$ cat config.mk
export PLATFORM = sky130hd
export DESIGN_NAME = regfile_scoreboard
export DESIGN_NICKNAME = d
export VERILOG_FILES = /design/src/rtl/regfile_scoreboard.sv
export SDC_FILE = /design/constraint.sdc
export NUM_CORES = 2
export LEC_CHECK = 0
export ABC_AREA = 0
export CAP_MARGIN = 10
export CORE_UTILIZATION = 32
export DETAILED_ROUTE_END_ITERATION = 10
export GPL_ROUTABILITY_DRIVEN = 0
export GPL_TIMING_DRIVEN = 0
export SYNTH_ARGS = -nofsm -noshare
export SYNTH_HDL_FRONTEND = slang
export SYNTH_SLANG_ARGS = --single-unit
export TNS_END_PERCENT = 5
$ cat constraint.sdc
create_clock -name Clk -period 7.5 [get_ports Clk]
set_input_delay 1.875 -clock Clk [delete_from_list [all_inputs] [get_ports Clk]]
set_output_delay 1.875 -clock Clk [all_outputs]
set_load 0.1 [all_outputs]
$ cat src/rtl/regfile_scoreboard.sv
// Multi-read-port register file with a per-register pending-write scoreboard.
// Reads are combinational with optional same-cycle writeback bypass; Stall covers RAW and WAW.
module regfile_scoreboard #(
    parameter int unsigned DATA_W   = 32,
    parameter int unsigned NUM_REGS = 32,
    parameter int unsigned ADDR_W   = 5,
    parameter int unsigned NUM_RD   = 2,
    parameter int unsigned ZERO_REG = 1,
    parameter int unsigned BYPASS   = 1
) (
    input  logic                     Clk,
    input  logic                     Rst_n,
    input  logic                     RegWrite,
    input  logic [ADDR_W-1:0]        Rd,
    input  logic [DATA_W-1:0]        WriteData,
    input  logic [NUM_RD*ADDR_W-1:0] RdAddr,
    output logic [NUM_RD*DATA_W-1:0] RdData,
    output logic [NUM_RD-1:0]        RdPend,
    input  logic                     Issue,
    input  logic [ADDR_W-1:0]        IssueRd,
    output logic                     Stall
);

    logic [DATA_W-1:0]   regs [NUM_REGS];
    logic [NUM_REGS-1:0] pend;

    // Index names a real register that may be written or marked pending.
    function automatic logic writable(input logic [ADDR_W-1:0] idx);
        return (32'(idx) < NUM_REGS) && !((ZERO_REG != 0) && (idx == '0));
    endfunction

    logic wr_en;
    logic issue_ok;
    logic waw;

    assign wr_en    = RegWrite && writable(Rd);
    assign issue_ok = writable(IssueRd);

    always_comb begin
        RdData = '0;
        RdPend = '0;
        for (int k = 0; k < NUM_RD; k++) begin
            logic [ADDR_W-1:0] addr;
            addr = RdAddr[k*ADDR_W +: ADDR_W];
            if ((BYPASS != 0) && wr_en && (Rd == addr)) begin
                RdData[k*DATA_W +: DATA_W] = WriteData;
                RdPend[k]                  = 1'b0;
            end else if (writable(addr)) begin
                RdData[k*DATA_W +: DATA_W] = regs[addr];
                RdPend[k]                  = pend[addr];
            end
        end
    end

    // A writeback to the issuing destination this cycle resolves the WAW hazard.
    always_comb begin
        waw = 1'b0;
        if (Issue && issue_ok) begin
            waw = pend[IssueRd] && !(wr_en && (Rd == IssueRd));
        end
    end

    assign Stall = (|RdPend) || waw;

    always_ff @(posedge Clk or negedge Rst_n) begin
        if (!Rst_n) begin
            for (int i = 0; i < NUM_REGS; i++) begin
                regs[i] <= '0;
            end
            pend <= '0;
        end else begin
            if (wr_en) begin
                regs[Rd] <= WriteData;
                pend[Rd] <= 1'b0;
            end
            // Placed after the clear so a new producer on the same register wins.
            if (Issue && !Stall && issue_ok) begin
                pend[IssueRd] <= 1'b1;
            end
        end
    end

endmodule

==> reports/summary.txt <==
Clock transition at path regs: 60 ps
peak supply drop: 184 uV
Worst-Skew Late Latency: 760 ps
Critical Path Source Type: input pin
Reg2Reg Launch Point: pend[2]
crit path max fanout: 10
Post-DP HPWL: 158 mm
nets: 4525
post-cts hold buffer count: 0
Max Cap Viol: 1
critical path capture point type: output port
Reg2Reg Setup Slack: 5060 ps
total CTS buffers: 117
Synth top area share: 45.8%
CORE AREA: 0.179 mm^2
Worst path top cell family by delay: buffers and inverters
Post-Syn Area per Cell: 13.7 um^2
Min-Delay Path Class: register to register
post-synth cell types: 42
Overflow after GRT: 0
root buf cell: clkbuf_16
Clock Sinks: 1056
Max Transition Viols Final: 11
die extent in x: 426 um
Fin Clk Skew: 6.08 ps
top-level port count: 123
post-route ant nets: 0
crit path DAT: 6070 ps
fmax: 126 MHz
initial antenna violation count: 5
CTS tree: done
worst path cell trace: buf_2 > buf_2 > nor2_1 > buf_2 > buf_1 > a221oi_1 > a221oi_1 > o21ai_0 > a32o_1 > dlygate4sd2_1
crit share post-route: 106%
Final Core Density: 37.2%
drt drc: 0
top_reg_cell synth: dfrtp_1
CTS max path bufs: 3
Final Critical Period: 7950 ps
cell depth of the worst min-delay path: 1
row count: 155
number of port buffers: 107
largest net degree at the start of global routing: 171
Via density: 6.16
Buf/Inv on CP: 5
min-delay src: regs[1021]
pwr/cell area: 269 mW/mm^2
DIE AREA: 0.182 mm^2
Worst Reg-to-Reg Cells: 7
gr usage total: 25.1%
Total Wirelength: 231 mm
share of layout cells above drive strength 1: 39.9%
outcome: complete, but fails checks
final setup fails: 35
Crit Path Category: input pin to output port
leading area contributor after synthesis: dfrtp_1
cell area after synthesis: 0.0577 mm^2
total number of vias: 42659
Die Height: 426 um
Worst Hold End: regs[1021]
htree depth: 3
critical path required time: 5620 ps
first-pass GRT wire length: 324 mm
worst relative slew slack: -2.63%
drt pass-1 iters: 6
setup slack after layout: -449 ps
share of flip-flops with an asynchronous set or reset: 100%
ranking of synthesized cells by area: dfrtp_1 (46%), mux2_2 (19%), mux4_2 (14%)
Seq/Total Area, Yosys: 45.8%
post-synthesis register bit count: 1056
synthesized net count: 4271
Crit-path slowest cell: buf_1
RSZ-0062 raised after global routing: yes
total stage count of the critical path: 10
CP dominant cell by count: buf_2
Initial Utilization: 32.3%
Cells after Synth: 4215
pre-CTS setup slack: -1320 ps
Post-synth EDFFs: 0
Critical Path Source: RdAddr[2]
WL/cell: 33.3 um
DRT iter0 DRCs: 5122
violated checks: capacitance limit, slew limit, setup timing
Reg-to-Reg End: pend[28]
synth warn: 0
Final Hold Fails: 0
CP max stage delay: 1170 ps
Lkg Pwr: 0.0282 uW
area grow syn2layout: 15.2%
Slew @ Worst Pin: 1540 ps
vias in the first global route: 42887
[cell families (layout without fill, tap and decap cells)]
| logic type | count (synthesis) | in the layout | share of synthesized area, % |
|---|---|---|---|
| compound gates | 553 | 553 | 7.74 |
| xor+xnor | 15 | 15 | 0.228 |
| buf+inv | 493 | 845 | 3.72 |
| flops | 1056 | 1056 | 45.8 |
| mux | 1732 | 1732 | 39.8 |
| other cells | 0 | 7 | 0 |
| simple gates | 366 | 366 | 2.64 |
[cell usage after synthesis, drive strengths merged (3+ instances only)]
cell and count:
o32ai 6, or2 3, a22o 4, mux4 350, mux2i 384, nor2b 13, xor2 6, nand3 7
o22ai 6, a22oi 62, mux2 998, nand2b 8, buf 188, a221oi 248, dfrtp 1056, o31ai 27
clkbuf 294, nor4 4, inv 11, a32o 62, xnor2 9, o21ai 73, o211ai 63, or3 4
or3b 3, nand2 34, nor2 274, nand3b 4, nor3 7
[how the worst max path moves through the flow]
stage | endpoint
after detailed placement | RdData[32]
after global routing | RdData[24]
after CTS | RdData[38]
after floorplan | Stall
after global placement | regs[721]
final | RdData[25]
[sequential cells by signal, indices dropped and copies added (netlist names)]
name and flops:
pend 32, regs 1024
[layout by cell type (no fill, tap or decap), types with 18 or more instances in the layout]
master / synthesis / final
dfrtp_1: 1056 / 1056
mux2_2: 998 / 998
mux2i_1: 384 / 384
mux4_2: 350 / 350
clkbuf_1: 293 / 275
nor2_1: 274 / 273
a221oi_1: 248 / 247
clkbuf_16: 0 / 120
buf_2: 84 / 91
o21ai_0: 73 / 73
a22oi_1: 62 / 62
o211ai_1: 62 / 62
a32o_1: 62 / 62
clkbuf_2: 1 / 55
buf_1: 58 / 49
buf_4: 42 / 44
clkdlybuf4s15_2: 0 / 44
clkdlybuf4s50_1: 0 / 42
clkbuf_8: 0 / 35
nand2_1: 34 / 34
o31ai_1: 27 / 27
clkinv_2: 0 / 18
[metrics by stage]
stage	setup TNS (ps)	instances	hold slack [ps]	total power, uW	instance area, um^2
global route	-2390	6925	493	18500	66400
CTS	-2000	6917	480	17800	66300
finish	-4900	6929	475	17900	66400
floorplan	0	4215	441	10400	57700
global placement	-	6677	454	11600	61700
detailed placement	-54590	6700	465	11800	62100
[routing by layer]
| metal | vias up | wire (um) | part of all wire (%) | GRT usage [%] |
|---|---|---|---|---|
| met2 | 2550 | 103000 | 45 | 37.9 |
| li1 | 16831 | - | - | - |
| met4 | 2 | 15500 | 6.7 | 14.9 |
| met1 | 22599 | 90100 | 39 | 32.2 |
| met5 | - | 14 | 0.0061 | 0 |
| met3 | 677 | 22200 | 9.6 | 6.71 |
[where the power goes]
part | switching (uW) | leakage (uW) | internal (uW) | total [uW]
logic | 2150 | 0.0126 | 2000 | 4150
registers | 813 | 0.0135 | 6780 | 7600
clock network | 2550 | 0.00200 | 3580 | 6140
[final cells by class]
cell class | instances | area [um^2]
Clock inverter | 35 | 475
Tap cell | 2355 | 2950
Fill cell | 17186 | 112000
Inverter | 11 | 41.3
Sequential cell | 1056 | 26400
Timing Repair Buffer | 135 | 1590
Multi-Input combinational cell | 2666 | 29100
Buffer | 482 | 2210
Antenna cell | 7 | 17.5
Clock buffer | 182 | 3590
[worst register-to-register path, delay by kind of cell, from the launching register on]
kind / cells / cell delay, ps
AO/OA/AOI/OAI: 3 / 680
buffers and inverters: 1 / 230
flip-flops: 1 / 410
multiplexers: 1 / 500
AND/OR/NAND/NOR: 2 / 520
[what timing repair did]
| item | 4_1_cts | 5_1_grt |
|---|---|---|
| resized for setup | 210 | 31 |
| endpoints found under the hold margin | 0 | 0 |
| setup buffers | 0 | 0 |
| pin swaps | 0 | 0 |
| endpoints found under the setup margin | 64 | 40 |
(Power assumes the default switching activity.)
